===== src/rtl/react_stats_if.sv =====
`default_nettype none
// ============================================================================
// Module   : react_stats_if
// Function : Controller-side inputs and per-player statistics outputs of
//            react_stats, bundled for the reaction-time game datapath.
// Revision : 1.0
// ============================================================================
interface react_stats_if #(
    parameter int TW = 10
);
    logic [2:0]    machine_state;
    logic          cur_player;
    logic [TW-1:0] react_time;
    logic [2:0]    test_turn_A;
    logic [2:0]    test_turn_B;
    logic [TW-1:0] avr_react_time_A;
    logic [TW-1:0] avr_react_time_B;
    logic          avr_valid_A;
    logic          avr_valid_B;
    logic [TW-1:0] last_time;

    modport master (
        output machine_state, cur_player, react_time,
        input  test_turn_A, test_turn_B, avr_react_time_A, avr_react_time_B,
               avr_valid_A, avr_valid_B, last_time
    );

    modport slave (
        input  machine_state, cur_player, react_time,
        output test_turn_A, test_turn_B, avr_react_time_A, avr_react_time_B,
               avr_valid_A, avr_valid_B, last_time
    );
endinterface
`default_nettype wire


===== src/rtl/react_stats.sv =====
`default_nettype none
// ============================================================================
// Module   : react_stats
// Function : Per-player reaction-time accumulation, trial counting and
//            rounded eight-sample average, driven by controller state entries.
// Revision : 1.0
// ============================================================================
module react_stats #(
    parameter int TURNS_LOG2 = 3,
    parameter int TW         = 10
) (
    input wire           clk,
    input wire           rst,
    react_stats_if.slave bus
);
    localparam int SW = TW + TURNS_LOG2;

    localparam logic [2:0]            c_IDLE      = 3'd0;
    localparam logic [2:0]            c_STORAGE   = 3'd4;
    localparam logic [2:0]            c_AVERAGE   = 3'd6;
    localparam logic [TURNS_LOG2-1:0] c_LAST_TURN = '1;
    localparam logic [SW-1:0]         c_HALF      = SW'(2 ** (TURNS_LOG2 - 1));

    // Index 1 holds player A, index 0 player B, matching cur_player.
    logic [2:0]            r_prev_state;
    logic                  r_armed;
    logic [SW-1:0]         r_sum   [2];
    logic [TURNS_LOG2-1:0] r_turn  [2];
    logic [TW-1:0]         r_avr   [2];
    logic [1:0]            r_valid;
    logic [TW-1:0]         r_last;

    logic                  w_entry_idle;
    logic                  w_entry_store;
    logic                  w_entry_avg;
    logic                  w_p;
    logic [SW-1:0]         w_sum_rnd;
    logic [TW-1:0]         w_avg;

    // r_armed blocks the first cycle after reset so a state already active at
    // release is absorbed into r_prev_state instead of firing as an entry.
    assign w_entry_idle  = r_armed && (bus.machine_state == c_IDLE)    && (r_prev_state != c_IDLE);
    assign w_entry_store = r_armed && (bus.machine_state == c_STORAGE) && (r_prev_state != c_STORAGE);
    assign w_entry_avg   = r_armed && (bus.machine_state == c_AVERAGE) && (r_prev_state != c_AVERAGE);
    assign w_p           = bus.cur_player;
    assign w_sum_rnd     = r_sum[w_p] + c_HALF;
    assign w_avg         = w_sum_rnd[SW-1:TURNS_LOG2];

    always_ff @(posedge clk or posedge rst) begin
        if (rst) begin
            r_prev_state <= c_IDLE;
            r_armed      <= 1'b0;
            r_valid      <= '0;
            r_last       <= '0;
            for (int i = 0; i < 2; i++) begin
                r_sum[i]  <= '0;
                r_turn[i] <= '0;
                r_avr[i]  <= '0;
            end
        end else begin
            r_prev_state <= bus.machine_state;
            r_armed      <= 1'b1;
            if (w_entry_idle) begin
                r_valid <= '0;
                r_last  <= '0;
                for (int i = 0; i < 2; i++) begin
                    r_sum[i]  <= '0;
                    r_turn[i] <= '0;
                    r_avr[i]  <= '0;
                end
            end else if (w_entry_store && !r_valid[w_p]) begin
                r_sum[w_p] <= r_sum[w_p] + SW'(bus.react_time);
                r_last     <= bus.react_time;
            end else if (w_entry_avg && !r_valid[w_p]) begin
                if (r_turn[w_p] == c_LAST_TURN) begin
                    r_avr[w_p]   <= w_avg;
                    r_valid[w_p] <= 1'b1;
                end else begin
                    r_turn[w_p] <= r_turn[w_p] + 1'b1;
                end
            end
        end
    end

    assign bus.test_turn_A      = 3'(r_turn[1]);
    assign bus.test_turn_B      = 3'(r_turn[0]);
    assign bus.avr_react_time_A = r_avr[1];
    assign bus.avr_react_time_B = r_avr[0];
    assign bus.avr_valid_A      = r_valid[1];
    assign bus.avr_valid_B      = r_valid[0];
    assign bus.last_time        = r_last;
endmodule
`default_nettype wire

===== src/flat_wrapper.sv =====
// flat-port wrapper written by rule: the top's interface ports become plain ports
module react_stats_flat 
#(
    parameter int TURNS_LOG2 = 3,
    parameter int TW         = 10
)
  (clk, rst, bus_machine_state, bus_cur_player, bus_react_time, bus_test_turn_A, bus_test_turn_B, bus_avr_react_time_A, bus_avr_react_time_B, bus_avr_valid_A, bus_avr_valid_B, bus_last_time);
  react_stats_if #(.TW(TW)) bus_i ();
  input wire clk;
  input wire rst;
  input wire logic [$bits(bus_i.machine_state)-1:0] bus_machine_state;
  input wire logic [$bits(bus_i.cur_player)-1:0] bus_cur_player;
  input wire logic [$bits(bus_i.react_time)-1:0] bus_react_time;
  output wire logic [$bits(bus_i.test_turn_A)-1:0] bus_test_turn_A;
  output wire logic [$bits(bus_i.test_turn_B)-1:0] bus_test_turn_B;
  output wire logic [$bits(bus_i.avr_react_time_A)-1:0] bus_avr_react_time_A;
  output wire logic [$bits(bus_i.avr_react_time_B)-1:0] bus_avr_react_time_B;
  output wire logic [$bits(bus_i.avr_valid_A)-1:0] bus_avr_valid_A;
  output wire logic [$bits(bus_i.avr_valid_B)-1:0] bus_avr_valid_B;
  output wire logic [$bits(bus_i.last_time)-1:0] bus_last_time;
  assign bus_i.machine_state = bus_machine_state;
  assign bus_i.cur_player = bus_cur_player;
  assign bus_i.react_time = bus_react_time;
  assign bus_test_turn_A = bus_i.test_turn_A;
  assign bus_test_turn_B = bus_i.test_turn_B;
  assign bus_avr_react_time_A = bus_i.avr_react_time_A;
  assign bus_avr_react_time_B = bus_i.avr_react_time_B;
  assign bus_avr_valid_A = bus_i.avr_valid_A;
  assign bus_avr_valid_B = bus_i.avr_valid_B;
  assign bus_last_time = bus_i.last_time;
  react_stats #(.TURNS_LOG2(TURNS_LOG2), .TW(TW)) u_core (.clk(clk), .rst(rst), .bus(bus_i));
endmodule

===== config.mk =====
export PLATFORM = sky130hd
export DESIGN_NAME = react_stats_flat
export DESIGN_NICKNAME = d
export VERILOG_FILES = /design/src/rtl/react_stats_if.sv /design/src/rtl/react_stats.sv /design/src/flat_wrapper.sv
export SDC_FILE = /design/constraint.sdc
export NUM_CORES = 1
export LEC_CHECK = 0
export CAP_MARGIN = 20
export CORE_ASPECT_RATIO = 1.4
export CORE_MARGIN = 5
export CORE_UTILIZATION = 51
export CTS_BUF_LIST = sky130_fd_sc_hd__clkbuf_16
export CTS_CLUSTER_DIAMETER = 30
export DETAILED_ROUTE_END_ITERATION = 12
export PLACE_DENSITY = 0.75
export SLEW_MARGIN = 25
export SYNTH_ARGS = -nofsm -noshare
export SYNTH_HDL_FRONTEND = slang
export SYNTH_SLANG_ARGS = --single-unit

===== constraint.sdc =====
create_clock -name clk -period 7 [get_ports clk]
set_input_delay 1.4 -clock clk [delete_from_list [all_inputs] [get_ports clk]]
set_output_delay 1.4 -clock clk [all_outputs]
set_load 0.01 [all_outputs]

# [After elaboration in Yosys (flattened, before gate mapping)]
# Index checks and enable logic that the tools add are counted.
# Widths: inputs -> output; s select.
[classes] n_reduce_logical=18 n_mux=35 bitwise_logic=2 eq_ne=7 addsub=3 n_lt_le_gt_ge=4
[op_table] cell="$mux 20" count=4
[op_table] cell="$mux 13" count=4
[op_table] cell="$mux 26" count=2
[op_table] cell="$mux 10" count=3
[op_table] cell="$bwmux 26" count=1
[op_table] cell="$mux 6" count=4
[op_table] cell="$bwmux 20" count=1
[op_table] cell="$add 13x10->13" count=1
[op_table] cell="$add 13x3->13 const B" count=1
[op_table] cell="$demux 13 s1" count=1
[op_table] cell="$mux 3" count=4
[op_table] cell="$demux 10 s1" count=1
[op_table] cell="$logic_and 1x1->1" count=10
[op_table] cell="$eq 3x3->1 const B" count=3
[op_table] cell="$mux 2" count=4
[op_table] cell="$bwmux 6" count=1
[op_table] cell="$ne 3x3->1 const B" count=2
[op_table] cell="$reduce_and 3->1" count=2
[op_table] cell="$reduce_bool 2->1" count=3
[op_table] cell="$ne 2x1->1 const B" count=2
[op_table] cell="$add 3x1->3 const B" count=1
[op_table] cell="$demux 3 s1" count=1
[op_table] cell="$logic_not 3->1" count=1
[op_table] cell="$mux 1" count=3
[op_table] cell="other kinds (9)" count=9
[word_totals] out_inout_bits=38 elab_cells=79 input_bits=16 ff_bits=68

# [Depth between registers and ports, before layout]
[depth] word_depth=10 depth_mapped=12 ltp_nobuf=9

# [Worst setup path after synthesis]
# OpenSTA, ideal clock, no wires.
[synth_path] kind="input-to-reg" start="in bus_cur_player" end="reg u_core.r_sum[22] (netlist name)" setup_slack_ns=3.301 required_time_ns=6.905 arrival_ns=3.603 n_path_buf=3 setup_ns=0.095 stages=10 cell_sequence="buf_6 buf_4 buf_2 mux2_2 ha_1 and2_1 a221oi_2 a211oi_1 o21a_1 o31ai_1"
[synth_via] elab_chain_len=8 word_cells_on_any_way=18 classes_between="1 x add/sub; 2 x order compare; 10 x mux; 1 x bitwise; 4 x reduce/logical"
[synth_lines] element="from (decl)" line_no="flat_wrapper.sv:12" source="input wire logic [$bits(bus_i.cur_player)-1:0] bus_cur_player;"
[synth_lines] element="$not 1->2 (not written as such)" line_no="react_stats.sv:72" source="r_sum[w_p] <= r_sum[w_p] + SW'(bus.react_time);"
[synth_lines] element="$mux 13 (not written as such) (tied with other cells)" line_no="react_stats.sv:72"
[synth_lines] element="$mux 13 (not written as such) / $logic_and 1x1->1 (equally long branches)" line_no="react_stats.sv:72"
[synth_lines] element="$mux 13 (not written as such)" line_no="react_stats.sv:72"
[synth_lines] element="$add 13x10->13 / $demux 13 s1 (equally long branches)" line_no="react_stats.sv:72"
[synth_lines] element="$bwmux 26" line_no="react_stats.sv:72"
[synth_lines] element="$mux 26" line_no="react_stats.sv:71" source="end else if (w_entry_store && !r_valid[w_p]) begin"
[synth_lines] element="$mux 26" line_no="react_stats.sv:63" source="if (w_entry_idle) begin"
[synth_lines] element="to (signal, indexed assignment)" line_no="react_stats.sv:72"
[synth_lines] element="to (decl)" line_no="react_stats.sv:27" source="logic [SW-1:0] r_sum [2];"
# Several ways; a longest one is shown, not always the timed one. The select of a mux whose other input is x is not followed.
# A chain may end at the register's enable or synchronous reset.

# [Final worst setup path]
[layout_path] start="in bus_cur_player" end="reg u_core.r_sum[12] (netlist name)"
# The elaborated chain is that of the path after synthesis.

==> metrics.md <==
| Metric | Value |
|---|---|
| Die Height | between 100 and 150 µm |
| Initial antenna violation count | 0 |
| Most frequent cell after synthesis | dfrtp_1 |
| Placed inst area | 4380 µm² |
| Worst Setup SP | bus_cur_player |
| Run status | finished, final reports clean |
| Slew Limit Fails | 0 |
| Initial Utilization | 0.521 |
| Post-CTS Setup Bufs | 0 |
| Core ar. | between 7000 and 8000 µm² |
| Via count of the first global-routing pass | around 3,200 |
| Worst hold slack | 0.511 ns |
| Layout cell share with drive strength beyond 1 | 0.0934 |
| CTS Hold Bufs | 0 |
| Yosys top cell by area | dfrtp_1 |
| Maximum VDD drop | roughly 180 µV |
| Internal reg-to-reg setup slack | 4.45 ns |
| CTS tree | done |
| Critical R2R Launch | u_core.r_valid[0] |
| Clock slew at reported path FFs | around 0.050 ns |
| CP Launch Type | input port |
| Root Buffer | clkbuf_16 |
| Synth async-reset ratio | 1.00 |
| #FFs+latches synth | 68 |
| DRC viols | 0 |
| First-pass GRT wire length | 15,800 µm |
| Buffers on Ports | 53 |
| Maximum clock frequency | 240 MHz |
| Design area | between 4000 and 5000 µm² |
| Required time worst endpoint | around 7.3 ns |
| Cells after synthesis | 386 |
| Clock tree sinks | around 70 |
| Die ar. | 9320 µm² |
| Overall Power | 1.23 mW |
| TritonCTS buffer count | 9 |
| Die Wd | slightly above 80 µm |
| Commonest cells in the netlist | dfrtp_1, nand2_1, nand3_1 |
| Reg2reg path depth | 5 |
| DRT Wirelength | 9260 µm |
| Area added between synthesis and finish | 23.0% |
| Drt first-iter violations | between 150 and 200 |
| Post-CTS resize count | 0 |
| Largest net degree at the start of global routing | roughly 70 |
| Seq/Total Area, Yosys | 0.447 |
| Final core occ | 0.640 |
| Syn Nets | about 420 |
| Setup WS pre-CTS | 2.59 ns |
| GPL Wtd Cong | 0.946 |
| Antenna-violating nets left | 0 |
| Rel. slew slack | 0.392 |
| Post-route insts no fill | 536 |
| Overall Global Routing Usage | 0.211 |
| Worst hold path class | flip-flop to flip-flop |
| Worst Setup End Kind | flip-flop |
| Drt wl/cell | about 17 µm |
| FP Rows | 37 |
| Hold Startpoint | u_core.r_sum[0] |
| Synthesized cell area | about 3800 µm² |
| Static Leakage | approximately 2.1 nW |
| GRT overflow | 0 |
| Boundary pin count | 54 |
| Synth Warn # | 0 |
| Total Neg Setup Slack | 0 ns |
| DRT Pass-1 Iters | 5 |
| Pwr dens | between 200 and 300 nW/µm² |
| Synth Flop Type | dfrtp_1 |
| Post-synthesis cell type count | 57 |
| Post-layout minimum cycle time | 4.16 ns |
| Maximum fanout along the worst path | 33 |
| Total of max-cap violations | 0 |
| Critical path arrival | 4.41 ns |
| Setup violators final | 0 |
| Detailed Place HPWL | 6390 µm |
| Worst-skew pair later-pin latency | 0.33 ns |
| RSZ-0062 raised after global routing | no |
| Placed Cells | 520 |
| Crit path kind | input port to flip-flop |
| Yosys top cell area share | 0.447 |
| CTS Buffer Depth | 2 |
| Via count | 3,063 |
| Nets | 464 |
| Ant diodes | 0 |
| Worst-margin pin slew | 0.911 ns |
| Hold Vio Cnt, Final | 0 |
| Ranking of synthesized cells by area | dfrtp_1, mux2i_1, nand2_1, ha_1, nand3_1 |
| Mean Syn Cell Area | ~9.9 µm² |
| Number of synthesized flops with an enable pin | 0 |
| Period utilization | 0.595 |
| Vias per cell | 5.71 |
| H-tree depth | 3 |
| Worst Clk Skew | ~0.0058 ns |
| Setup WS post-layout | roughly 2.8 ns |
| Hold Crit Depth | 2 |
-- state kept, by name, indices dropped and copies added (netlist names) --
register / flops
u_core.bus.test_turn_B: 3
u_core.bus.last_time: 10
u_core.bus.avr_react_time_B: 10
u_core.r_prev_state: 3
u_core.bus.test_turn_A: 3
u_core.r_sum: 26
u_core.r_valid: 2
u_core.r_armed: 1
u_core.bus.avr_react_time_A: 10
-- final timing paths --
check	to
max	u_core.r_sum[12]
min	u_core.r_sum[0]
max reg2reg	u_core.r_sum[12]
min reg2reg	u_core.r_sum[0]
max in group asynchronous	u_core.r_sum[13]
min in group asynchronous	u_core.bus.last_time[8]
-- placed cells by master, fill, tap and decap left out, types with 8 or more instances in the layout --
master and n:
dfrtp_1 68, nand2_1 59, clkdlybuf4s50_1 53, nand3_1 28
mux2i_1 24, o21ai_0 24, nor2_1 22, a21oi_1 15
ha_1 13, mux2_2 11, inv_1 9, xnor2_1 9
clkbuf_16 9, xor2_1 8
-- power breakdown --
part	internal, mW	total, mW	switching (mW)
clock	0.307	0.469	0.162
combinational	0.129	0.284	0.155
sequential	0.440	0.479	0.0386
total	0.876	1.23	0.356
-- cell families (layout without fill, tap and decap cells) --
family | Yosys count | in the layout | share of synthesized area
multiplexers | 36 | 36 | 0.102
other | 1 | 1 | 0.000985
XOR/XNOR | 17 | 17 | 0.0391
flip-flops | 68 | 68 | 0.447
adder cells (fa/ha/maj) | 14 | 14 | 0.0480
AO/OA/AOI/OAI | 77 | 77 | 0.131
buffers and inverters | 28 | 81 | 0.0404
AND/OR/NAND/NOR | 145 | 145 | 0.192
-- worst max-delay path, cell delays in order --
cell	delay [ns]
clkdlybuf4s50_1	0.46
buf_4	0.36
mux2i_4	0.33
and4b_1	0.69
nand2_1	0.56
a211oi_1	0.38
a2bb2oi_1	0.22
-- area by class of cell --
type / instances / area (µm²)
multi-input cells: 290 / 1960
fillers: 640 / 2630
inverters: 8 / 30.0
well taps: 97 / 121
repair buffers: 57 / 561
clock inverters: 7 / 83.8
flip-flops and latches: 68 / 1700
clock buffers: 9 / 225
-- per-layer routing --
layer	share of wire	global-route usage	wire, µm	vias to the layer above
li1	-	-	-	1463
met1	0.39	0.239	3650	1494
met2	0.53	0.374	4900	81
met3	0.045	0.0492	414	25
met4	0.032	0.0960	292	0
met5	0	0	0	-
Note: power is estimated with default switching activity, not from simulation.
